## src/rtl/button_event_pkg.sv

```systemverilog
// Shared types and constants for the button event detector.
//
// Contents:
//   state_e      per-channel debounce FSM state
//   EV_PRESS     event-mode mask bit: press/release edges set pending on press
//   EV_RELEASE   event-mode mask bit: release edges set pending on release
//   ST_WIDTH     width of one encoded state, used to pack debug state vectors
package button_event_pkg;

    typedef enum logic [1:0] {
        IDLE        = 2'd0,
        DEB_PRESS   = 2'd1,
        PRESSED     = 2'd2,
        DEB_RELEASE = 2'd3
    } state_e;

    localparam int ST_WIDTH = 2;

    localparam logic [1:0] EV_PRESS   = 2'b01;
    localparam logic [1:0] EV_RELEASE = 2'b10;

endpackage

```

## src/rtl/button_event_channel.sv

```systemverilog
// One button channel: 2-flop synchroniser, debounce FSM with stability
// counter, long-press (hold) counter and a sticky event-pending bit.
//
// Ports:
//   clk_i      clock
//   reset_ni   asynchronous active-low reset
//   data_i     raw asynchronous button input
//   tick_i     shared prescaler tick, one clk every TIMEOUT clks
//   clear_i    write-1-to-clear for the pending bit
//   level_o    debounced level, 1 = pressed
//   press_o    1-clk pulse on accepted press
//   release_o  1-clk pulse on accepted release
//   hold_o     1-clk pulse when the hold threshold is reached
//   pending_o  sticky event flag
//   state_o    current FSM state (debug visibility)
//
// Handshake: none; all outputs are registered levels or 1-clk pulses.
module button_event_channel
    import button_event_pkg::*;
#(
    parameter logic       PRESSED_LOW   = 1'b1,
    parameter int         TIMEOUT       = 50000,
    parameter int         TIMEOUT_WIDTH = 16,
    parameter int         HOLD_TICKS    = 1000,
    parameter int         HOLD_WIDTH    = 10,
    parameter logic [1:0] EV_MASK       = EV_PRESS | EV_RELEASE
) (
    input  logic   clk_i,
    input  logic   reset_ni,
    input  logic   data_i,
    input  logic   tick_i,
    input  logic   clear_i,
    output logic   level_o,
    output logic   press_o,
    output logic   release_o,
    output logic   hold_o,
    output logic   pending_o,
    output state_e state_o
);

    localparam logic [TIMEOUT_WIDTH-1:0] CNT_LAST = TIMEOUT_WIDTH'(TIMEOUT - 1);
    localparam logic [HOLD_WIDTH-1:0]    HOLD_MAX = HOLD_WIDTH'(HOLD_TICKS);
    localparam logic                     SET_ON_PRESS   = |(EV_MASK & EV_PRESS);
    localparam logic                     SET_ON_RELEASE = |(EV_MASK & EV_RELEASE);

    // ------------------------------------------------------------------
    // Synchroniser. Resets to the released level so that leaving reset
    // with the button held is seen as a fresh press edge.
    // ------------------------------------------------------------------
    logic [1:0] sync_q;
    logic       pressed_lvl;

    always_ff @(posedge clk_i or negedge reset_ni) begin
        if (!reset_ni) begin
            sync_q <= {2{PRESSED_LOW}};
        end else begin
            sync_q <= {sync_q[0], data_i};
        end
    end

    assign pressed_lvl = sync_q[1] ^ PRESSED_LOW;

    // ------------------------------------------------------------------
    // Debounce FSM
    // ------------------------------------------------------------------
    state_e                   state_q, state_d;
    logic [TIMEOUT_WIDTH-1:0] cnt_q, cnt_d;
    logic                     level_q, level_d;
    logic                     press_q, press_d;
    logic                     release_q, release_d;

    always_ff @(posedge clk_i or negedge reset_ni) begin
        if (!reset_ni) begin
            state_q   <= IDLE;
            cnt_q     <= '0;
            level_q   <= 1'b0;
            press_q   <= 1'b0;
            release_q <= 1'b0;
        end else begin
            state_q   <= state_d;
            cnt_q     <= cnt_d;
            level_q   <= level_d;
            press_q   <= press_d;
            release_q <= release_d;
        end
    end

    // The counter starts at 0 on the clk the FSM enters a debounce state
    // and the level is accepted when it reads TIMEOUT-1 with the input
    // still stable. Together with the 2 synchroniser flops this gives a
    // latency of TIMEOUT+2 clks from the first edge seeing the new level.
    always_comb begin
        state_d   = state_q;
        cnt_d     = cnt_q;
        press_d   = 1'b0;
        release_d = 1'b0;
        unique case (state_q)
            IDLE: begin
                if (pressed_lvl) begin
                    state_d = DEB_PRESS;
                    cnt_d   = '0;
                end
            end
            DEB_PRESS: begin
                if (!pressed_lvl) begin
                    state_d = IDLE;
                    cnt_d   = '0;
                end else if (cnt_q == CNT_LAST) begin
                    state_d = PRESSED;
                    cnt_d   = '0;
                    press_d = 1'b1;
                end else begin
                    cnt_d = cnt_q + TIMEOUT_WIDTH'(1);
                end
            end
            PRESSED: begin
                if (!pressed_lvl) begin
                    state_d = DEB_RELEASE;
                    cnt_d   = '0;
                end
            end
            DEB_RELEASE: begin
                if (pressed_lvl) begin
                    state_d = PRESSED;
                    cnt_d   = '0;
                end else if (cnt_q == CNT_LAST) begin
                    state_d   = IDLE;
                    cnt_d     = '0;
                    release_d = 1'b1;
                end else begin
                    cnt_d = cnt_q + TIMEOUT_WIDTH'(1);
                end
            end
            default: begin
                state_d = IDLE;
                cnt_d   = '0;
            end
        endcase
        level_d = (state_d == PRESSED) || (state_d == DEB_RELEASE);
    end

    // ------------------------------------------------------------------
    // Hold counter. Cleared on the press itself; counts ticks only on
    // later clks in PRESSED/DEB_RELEASE, so a bounce back to PRESSED keeps
    // its progress. The clk that completes a release is excluded so that
    // hold and release can never pulse together. Saturates at HOLD_MAX,
    // which also makes HOLD_TICKS=0 a permanent disable.
    // ------------------------------------------------------------------
    logic [HOLD_WIDTH-1:0] hold_cnt_q, hold_cnt_d;
    logic                  hold_q, hold_d;
    logic                  hold_en;

    always_ff @(posedge clk_i or negedge reset_ni) begin
        if (!reset_ni) begin
            hold_cnt_q <= '0;
            hold_q     <= 1'b0;
        end else begin
            hold_cnt_q <= hold_cnt_d;
            hold_q     <= hold_d;
        end
    end

    always_comb begin
        hold_cnt_d = hold_cnt_q;
        hold_d     = 1'b0;
        hold_en    = ((state_q == PRESSED) || (state_q == DEB_RELEASE)) && !release_d;
        if (press_d) begin
            hold_cnt_d = '0;
        end else if ((HOLD_TICKS > 0) && hold_en && tick_i && (hold_cnt_q != HOLD_MAX)) begin
            hold_cnt_d = hold_cnt_q + HOLD_WIDTH'(1);
            hold_d     = (hold_cnt_d == HOLD_MAX);
        end
    end

    // ------------------------------------------------------------------
    // Sticky pending bit, set from the registered pulses. A set in the
    // same clk as a clear wins.
    // ------------------------------------------------------------------
    logic pending_q, pending_d;
    logic pending_set;

    always_ff @(posedge clk_i or negedge reset_ni) begin
        if (!reset_ni) begin
            pending_q <= 1'b0;
        end else begin
            pending_q <= pending_d;
        end
    end

    always_comb begin
        pending_set = (press_q & SET_ON_PRESS) | (release_q & SET_ON_RELEASE) | hold_q;
        pending_d   = pending_set | (pending_q & ~clear_i);
    end

    assign level_o   = level_q;
    assign press_o   = press_q;
    assign release_o = release_q;
    assign hold_o    = hold_q;
    assign pending_o = pending_q;
    assign state_o   = state_q;

endmodule

```

## src/rtl/button_event_detector.sv

```systemverilog
// Multi-channel push-button event detector. Each channel is synchronised
// and debounced independently and reports press, release and long-press
// pulses; events latch into sticky pending bits that drive one level IRQ.
//
// Ports:
//   clk            single clock
//   reset_n        asynchronous active-low reset
//   data_in        raw button inputs
//   data_out       debounced levels, 1 = pressed
//   press_pulse    1-clk pulse per accepted press
//   release_pulse  1-clk pulse per accepted release
//   hold_pulse     1-clk pulse once per press at the hold threshold
//   event_pending  sticky per-channel event flags
//   event_clear    write-1-to-clear for event_pending, sampled every clk
//   irq            registered OR of event_pending
//   debug_state    packed FSM states, channel g at [2g+1:2g]
module button_event_detector
    import button_event_pkg::*;
#(
    parameter int    WIDTH         = 2,
    parameter string POLARITY      = "LOW",
    parameter int    TIMEOUT       = 50000,
    parameter int    TIMEOUT_WIDTH = 16,
    parameter int    HOLD_TICKS    = 1000,
    parameter int    HOLD_WIDTH    = 10,
    parameter string EVENT_MODE    = "BOTH"
) (
    input  logic                      clk,
    input  logic                      reset_n,
    input  logic [WIDTH-1:0]          data_in,
    output logic [WIDTH-1:0]          data_out,
    output logic [WIDTH-1:0]          press_pulse,
    output logic [WIDTH-1:0]          release_pulse,
    output logic [WIDTH-1:0]          hold_pulse,
    output logic [WIDTH-1:0]          event_pending,
    input  logic [WIDTH-1:0]          event_clear,
    output logic                      irq,
    output logic [ST_WIDTH*WIDTH-1:0] debug_state
);

    localparam logic PRESSED_LOW = (POLARITY == "LOW") ? 1'b1 : 1'b0;

    localparam logic [1:0] EV_MASK =
        (EVENT_MODE == "PRESS")   ? EV_PRESS   :
        (EVENT_MODE == "RELEASE") ? EV_RELEASE :
                                    (EV_PRESS | EV_RELEASE);

    localparam logic [TIMEOUT_WIDTH-1:0] PRESC_LAST = TIMEOUT_WIDTH'(TIMEOUT - 1);

    // ------------------------------------------------------------------
    // Free-running tick prescaler shared by all hold counters. The tick is
    // combinational so every channel sees it on the same clk.
    // ------------------------------------------------------------------
    logic [TIMEOUT_WIDTH-1:0] presc_q, presc_d;
    logic                     tick;

    always_ff @(posedge clk or negedge reset_n) begin
        if (!reset_n) begin
            presc_q <= '0;
        end else begin
            presc_q <= presc_d;
        end
    end

    always_comb begin
        tick    = (presc_q == PRESC_LAST);
        presc_d = tick ? '0 : presc_q + TIMEOUT_WIDTH'(1);
    end

    // ------------------------------------------------------------------
    // Channels
    // ------------------------------------------------------------------
    for (genvar g = 0; g < WIDTH; g++) begin : g_ch
        state_e ch_state;

        button_event_channel #(
            .PRESSED_LOW   (PRESSED_LOW),
            .TIMEOUT       (TIMEOUT),
            .TIMEOUT_WIDTH (TIMEOUT_WIDTH),
            .HOLD_TICKS    (HOLD_TICKS),
            .HOLD_WIDTH    (HOLD_WIDTH),
            .EV_MASK       (EV_MASK)
        ) u_channel (
            .clk_i     (clk),
            .reset_ni  (reset_n),
            .data_i    (data_in[g]),
            .tick_i    (tick),
            .clear_i   (event_clear[g]),
            .level_o   (data_out[g]),
            .press_o   (press_pulse[g]),
            .release_o (release_pulse[g]),
            .hold_o    (hold_pulse[g]),
            .pending_o (event_pending[g]),
            .state_o   (ch_state)
        );

        assign debug_state[ST_WIDTH*g +: ST_WIDTH] = ch_state;
    end

    // ------------------------------------------------------------------
    // IRQ: registered OR, lags pending by one clk.
    // ------------------------------------------------------------------
    logic irq_q, irq_d;

    always_comb begin
        irq_d = |event_pending;
    end

    always_ff @(posedge clk or negedge reset_n) begin
        if (!reset_n) begin
            irq_q <= 1'b0;
        end else begin
            irq_q <= irq_d;
        end
    end

    assign irq = irq_q;

endmodule

```

## config.mk

```make
export PLATFORM = sky130hd
export DESIGN_NAME = button_event_detector
export DESIGN_NICKNAME = d
export VERILOG_FILES = /design/src/rtl/button_event_pkg.sv /design/src/rtl/button_event_channel.sv /design/src/rtl/button_event_detector.sv
export SDC_FILE = /design/constraint.sdc
export NUM_CORES = 1
export LEC_CHECK = 0
export ABC_CLOCK_PERIOD_IN_PS = 2600
export BUFFER_PORTS_ARGS = -buffer_cell sky130_fd_sc_hd__buf_4
export CAP_MARGIN = 15
export CORE_UTILIZATION = 40
export DETAILED_ROUTE_END_ITERATION = 16
export GPL_TIMING_DRIVEN = 0
export SETUP_SLACK_MARGIN = 0.05
export SYNTH_ARGS = -nofsm -noshare
export SYNTH_HDL_FRONTEND = slang
export SYNTH_SLANG_ARGS = --single-unit
```

## constraint.sdc

```tcl
create_clock -name clk -period 2.6 [get_ports clk]
set_input_delay 0.13 -clock clk [delete_from_list [all_inputs] [get_ports clk]]
set_output_delay 0.13 -clock clk [all_outputs]
set_load 0.005 [all_outputs]
```

==> metrics.md, run 1 <==
| Metric | Value |
|---|---|
| Cell taking the most area after synthesis | `dfrtp_1` |
| Vias per cell | `5.57` |
| Place WS | `-0.162 ns` |
| Detail Placement HPWL | `6840 um` |
| Slew HR | `56.0%` |
| Total CTS buffers | `9` |
| Clock Tree Buf Depth | `2` |
| Min-delay worst type | `input port to async pin` |
| CP endpoint kind | `register` |
| Die outline height | `110 um` |
| Syn Nets | `508` |
| Root buffer cell | `clkbuf_16` |
| Buffers on Ports | `20` |
| Worst EP arrival | `2.70 ns` |
| Status | `finished clean` |
| Internal power | `2270 uW` |
| Final Hold Vio Count | `0` |
| Inst Count DP | `656` |
| CP Class | `register to register` |
| GRT Total Usage | `18.1%` |
| Layout cells sized above 1 | `14.4%` |
| DR pass1 iterations | `4` |
| Post-route DRC | `0` |
| Worst vdd ir | `0.000422 V` |
| Fmax | `403 MHz` |
| Largest net degree at the start of global routing | `88` |
| Drt wl/cell | `14.8 um` |
| Antenna violations before repair | `0` |
| GRT overflow | `0` |
| Num rows | `39` |
| CTS tree | `done` |
| Starting Density | `41.0%` |
| Worst Setup Slack, final | `0.122 ns` |
| ANT nets after route | `0` |
| Finished Layout Cells | `683` |
| NetSw | `603 uW` |
| Share of power burned in registers | `47.9%` |
| Clock network power share | `48.4%` |
| Core area | `0.0114 mm2` |
| Worst EP required | `2.82 ns` |
| Dominant synthesized flop cell | `dfrtp_1` |
| Async SR Flop Fraction | `100%` |
| Post-Syn Instances | `493` |
| Number of synthesized flops with an enable pin | `0` |
| Combinational Power Share | `3.6%` |
| Nets | `550` |
| Count leader, synth | `dfrtp_1` |
| Hold Worst Slack | `0.201 ns` |
| Ant diodes | `0` |
| Worst Tran Pin Value | `0.654 ns` |
| Die area | `0.0121 mm2` |
| Detailed Route WL | `10100 um` |
| Power Total | `2870 uW` |
| Vias in the first global route | `3457` |
| Fin crit share | `95.3%` |
| Placer Congestion | `0.859` |
| Synth unique cells | `55` |
| Avg Cell Area, Syn | `9.47 um2` |
| First-pass GRT wire length | `16800 um` |
| Clock sink count | `87` |
| Share of the synthesized area in the top cell type | `44.5%` |
| Die Wd | `110 um` |
| Period minus WS final | `2.48 ns` |
| Final Max Slew Viols | `0` |
| Final core utilization | `48.2%` |
| Switching Fraction | `21.0%` |
| Worst setup SP type | `register` |
| RSZ-0062 raised after global routing | `no` |
| Setup Viol. Count Final | `0` |
| Io pins | `21` |
| Seq cells post-synth | `87` |
| Worst Skew | `0.00536 ns` |
| H-tree depth | `3` |
| CTS clock-pin slew for the worst setup and hold paths | `0.06 ns` |
| Yosys warns | `0` |
| Syn-to-layout area delta | `17.5%` |
| DR vias | `3802` |
| Post-synth top cells | `dfrtp_1, nand2_1, nand3_1` |
| P per Cell Area | `524 mW/mm2` |
| Initial drt markers | `186` |
| Leakage | `0.00239 uW` |
| Sequential-to-total area share from yosys stat | `46.8%` |
| Netlist Area Pre-Place | `0.00467 mm2` |
| CP max FO | `10` |
| Top cells by area, synth | `dfrtp_1, nand3_1, o21ai_0, nand2_1, a21oi_1` |
| Max cap viols | `0` |
| Worst skew pair latency | `0.34 ns` |
==> path summary, 6_finish.rpt <==
check                                                  from                               to  slack, ns  cells past startpoint
min in group clk                g_ch[0].u_channel.sync_q[0]      g_ch[0].u_channel.sync_q[1]       0.36                      0
worst min-delay path                                reset_n       g_ch[0].u_channel.cnt_q[9]       0.20                      2
max in group asynchronous                           reset_n      g_ch[1].u_channel.sync_q[0]       1.74                      3
worst max register to register                  presc_q[11]  g_ch[0].u_channel.hold_cnt_q[0]       0.12                      5
worst min register to register  g_ch[0].u_channel.sync_q[0]      g_ch[0].u_channel.sync_q[1]       0.36                      0
worst max-delay path                            presc_q[11]  g_ch[0].u_channel.hold_cnt_q[0]       0.12                      5
==> layout by cell type (no fill, tap or decap), types with 4 or more instances in the layout <==
cell,netlist,routed
nor2_1,29,28
xor2_1,8,8
or3_1,9,9
and3_1,13,13
a22o_1,8,8
nor4_1,7,7
dfstp_2,4,4
a31oi_1,14,14
xnor2_1,12,12
nand2_1,43,43
ha_1,9,9
nand2b_1,5,5
dlygate4sd3_1,0,5
clkbuf_1,10,10
o21ai_0,33,33
nand3_1,35,35
or4_1,4,4
buf_4,10,35
nand4_1,14,14
inv_1,22,22
a21o_1,13,13
a21oi_1,23,23
nor3_1,19,19
and2_1,4,4
o31ai_1,5,5
o22ai_1,6,6
clkbuf_16,0,9
or2_2,5,5
dfrtp_1,83,83
==> cell type report <==
cell class	count	area (um2)
Multi-Input combinational cell	364	2340
Timing Repair Buffer	31	265
Buffer	20	114
Inverter	22	82.6
Clock buffer	11	243
Clock inverter	5	81.3
Sequential cell	87	2180
Tap cell	143	179
Fill cell	1071	5890
==> metrics by stage <==
stage          TNS, ns  cell area (um2)
6_report             0             5480
5_1_grt              0             5480
4_1_cts              0             5380
3_5_place_dp    -0.996             5000
3_3_place_gp    -0.974             5000
2_1_floorplan        0             4670
==> worst max-delay path, cell delays in order, from the launching register on <==
cell	delay, ns
dfrtp_1	0.44
or4b_4	0.58
or4_4	0.60
nor3_2	0.30
o21ai_4	0.15
mux2_2	0.28
==> sequential cells by signal (all words and copies together) (netlist names), 4 cells and up <==
| signal | flops |
|---|---|
| g_ch.u_channel.state_o | 4 |
| g_ch.u_channel.hold_cnt_q | 20 |
| g_ch.u_channel.cnt_q | 32 |
| g_ch.u_channel.sync_q | 4 |
| presc_q | 16 |
==> power groups by stage <==
stage | Clock [uW] | Combinational, uW | Sequential, uW
2_1_floorplan | 0 | 44.6 | 1400
5_1_grt | 1490 | 120 | 1380
3_3_place_gp | 0 | 93.2 | 1400
4_1_cts | 1440 | 101 | 1380
3_5_place_dp | 0 | 95.1 | 1400
6_report | 1390 | 105 | 1380
==> per-layer routing <==
layer,vias to the layer above,GRT usage (%),wire (um)
li1,1894,-,-
met1,1818,24.3,4840
met2,76,28.0,4650
met3,14,5.00,429
met4,0,6.48,220
met5,-,0,0
==> timing repair <==
item | CTS | global route
hold buffers | 4 | 1
pin swaps | 0 | 3
setup buffers | 0 | 5
setup endpoints to repair | 12 | 31
resized for setup | 3 | 6
hold endpoints to repair | 4 | 16
==> kinds of logic after synthesis <==
logic type	count (synthesis)	share of synthesized area, %
adder cells (fa/ha/maj)	9	2.41
AND/OR/NAND/NOR	212	25.4
buffers and inverters	42	4.18
flip-flops	87	46.8
XOR/XNOR	20	3.75
AO/OA/AOI/OAI	117	16.2
multiplexers	6	1.34
(Power assumes the default switching activity.)
==> run 2: changes to the inputs <==
- CORE_MARGIN: unset -> 3
==> run 2 against run 1 <==
  * Via count is essentially flat
  * Worst setup slack gained 0.0097 ns
  * Critical path depth unchanged
  * Largest cell class unchanged
==> metrics.md, run 2 (synthesis gave the netlist of run 1 again) <==
| Metric | Value |
|---|---|
| Buffers on Ports | `20 (unchanged)` |
| Share of power burned in registers | `51.0% (was 47.9%)` |
| Root buffer cell | `clkbuf_16 (unchanged)` |
| Nets | `547 (was 550)` |
| Final Hold Vio Count | `0 (unchanged)` |
| Most common cell after layout, fill and taps aside | `dfrtp_1 (unchanged)` |
| CP endpoint kind | `register (unchanged)` |
| DR vias | `3804 (was 3802)` |
| Clock Tree Buf Depth | `2 (unchanged)` |
| Ant diodes | `0 (unchanged)` |
| Power Total | `2700 uW (was 2870 uW)` |
| Fmax | `405 MHz (was 403 MHz)` |
| Sum Neg Setup Slack | `0 ns (unchanged)` |
| Leakage | `0.00235 uW (was 0.00239 uW)` |
| Syn-to-layout area delta | `16.0% (was 17.5%)` |
| Post-route DRC | `0 (unchanged)` |
| Worst EP required | `2.83 ns (was 2.82 ns)` |
| Final core utilization | `48.7% (was 48.2%)` |
| Status | `finished clean (unchanged)` |
| Total CTS buffers | `9 (unchanged)` |
| Worst Tran Pin Value | `0.661 ns (was 0.654 ns)` |
| GRT Total Usage | `16.4% (was 18.1%)` |
| ANT nets after route | `0 (unchanged)` |
| Worst skew pair latency | `0.34 ns (about the same)` |
| Die area | `0.0130 mm2 (was 0.0121 mm2)` |
| CTS clock-pin slew for the worst setup and hold paths | `0.07 ns (was 0.06 ns)` |
| Worst Skew | `0.00566 ns (was 0.00536 ns)` |
| Worst setup SP type | `register (unchanged)` |
| Io pins | `21 (unchanged)` |
| Worst EP arrival | `2.69 ns (was 2.70 ns)` |
| Largest net degree at the start of global routing | `88 (unchanged)` |
| Combinational Power Share | `3.9% (was 3.6%)` |
| Period minus WS final | `2.47 ns (was 2.48 ns)` |
| Setup Viol. Count Final | `0 (unchanged)` |
| Die outline height | `114 um (was 110 um)` |
| Filler cell count | `1047 (was 1071)` |
| Worst vdd ir | `0.000318 V (was 0.000422 V)` |
| Most flop-heavy register | `g_ch.u_channel.cnt_q (unchanged)` |
| Inst Count DP | `653 (was 656)` |
| CP Class | `register to register (unchanged)` |
| DR pass1 iterations | `4 (unchanged)` |
| Max reg flops | `32 (unchanged)` |
| Most frequent cells in the layout | `dfrtp_1, nand2_1, nand3_1 (was dfrtp_1, nand2_1, nand3_1, buf_4, o21ai_0)` |
| P per Cell Area | `499 mW/mm2 (was 524 mW/mm2)` |
| Antenna violations before repair | `0 (unchanged)` |
| GRT overflow | `0 (unchanged)` |
| Initial drt markers | `120 (was 186)` |
| Core area | `0.0111 mm2 (was 0.0114 mm2)` |
| Layout cells sized above 1 | `14.5% (was 14.4%)` |
| Placer Congestion | `0.825 (was 0.859)` |
| First-pass GRT wire length | `17400 um (was 16800 um)` |
| Fin crit share | `95.0% (was 95.3%)` |
| Vias in the first global route | `3656 (was 3457)` |
| Min-delay worst type | `input port to async pin (unchanged)` |
| Internal power | `2080 uW (was 2270 uW)` |
| Num rows | `38 (was 39)` |
| Detail Placement HPWL | `6750 um (was 6840 um)` |
| Worst Setup Slack, final | `0.131 ns (was 0.122 ns)` |
| CP max FO | `10 (unchanged)` |
| NetSw | `624 uW (was 603 uW)` |
| Finished Layout Cells | `677 (was 683)` |
| Max cap viols | `0 (unchanged)` |
| Vias per cell | `5.62 (was 5.57)` |
| Largest regs | `g_ch.u_channel.cnt_q (32), g_ch.u_channel.hold_cnt_q (20), presc_q (16) (unchanged)` |
| Starting Density | `41.9% (was 41.0%)` |
| Final Max Slew Viols | `0 (unchanged)` |
| Place WS | `-0.212 ns (was -0.162 ns)` |
| RSZ-0062 raised after global routing | `yes (was no)` |
| Drt wl/cell | `14.6 um (was 14.8 um)` |
| H-tree depth | `3 (unchanged)` |
| Die Wd | `114 um (was 110 um)` |
| Slew HR | `55.6% (was 56.0%)` |
| Switching Fraction | `23.1% (was 21.0%)` |
| Clock network power share | `45.1% (was 48.4%)` |
| Detailed Route WL | `9910 um (was 10100 um)` |
| CTS tree | `done (unchanged)` |
| Clock sink count | `87 (unchanged)` |
## run 2: cell types whose count changed in the layout (fill, tap and decap cells not counted), sizes merged
cell      change
bufinv        -2
clkbuf        -1
buf           -3
clkinv        -1
clkinvlp      +4
## run 2: per-stage QoR
step	instance area [um2]	hold WS (ns)
6_report	5410	0.300
5_1_grt	5410	0.334
4_1_cts	5350	0.0440
3_5_place_dp	4990	0.241
3_3_place_gp	4990	0.241
2_1_floorplan	4670	-0.166
## run 2: worst paths after layout
path	startpoint	endpoint	slack, ns	cells past startpoint
max in group asynchronous	reset_n	g_ch[0].u_channel.sync_q[0]	1.63	3
max reg2reg	presc_q[11]	g_ch[0].u_channel.hold_cnt_q[0]	0.13	5
max	presc_q[11]	g_ch[0].u_channel.hold_cnt_q[0]	0.13	5
min reg2reg	g_ch[0].u_channel.sync_q[0]	g_ch[0].u_channel.sync_q[1]	0.35	0
min in group clk	g_ch[0].u_channel.sync_q[0]	g_ch[0].u_channel.sync_q[1]	0.35	0
min	reset_n	g_ch[0].u_channel.cnt_q[10]	0.30	2
## run 2: what timing repair did
action,4_1_cts,5_1_grt
gates cloned,0,0
hold buffers,4,1
buffers inserted,0,2
resized for setup,5,9
endpoints found under the hold margin,4,34
pin swaps,0,2
endpoints found under the setup margin,17,24
## run 2: layout make-up
class	count	area [um2]	share of cell area (%)
inverters	22	82.6	1.53
repair buffers	28	243	4.48
clock buffers	10	239	4.41
flip-flops and latches	87	2180	40.3
plain buffers	20	118	2.17
multi-input cells	364	2330	43.0
clock inverters	6	46.3	0.855
well taps	140	175	3.24
## run 2: routing by layer
layer	track usage [%]	routed length, um
met5	0	0
met4	4.51	112
met3	4.08	415
met2	26.1	4680
met1	22.4	4700
## run 2: power by group through the flow
stage          Combinational [uW]  Sequential (uW)  Clock [uW]
2_1_floorplan                44.6             1400           0
3_3_place_gp                 94.1             1400           0
3_5_place_dp                 94.7             1400           0
4_1_cts                       100             1380        1270
5_1_grt                       121             1380        1320
6_report                      104             1380        1220
## run 2: critical path, stage by stage (launching register included)
cell and delay [ns]:
dfrtp_1 0.44, or4b_4 0.58, or4_4 0.61, nor3_4 0.24, o21ai_2 0.19, mux2_2 0.30
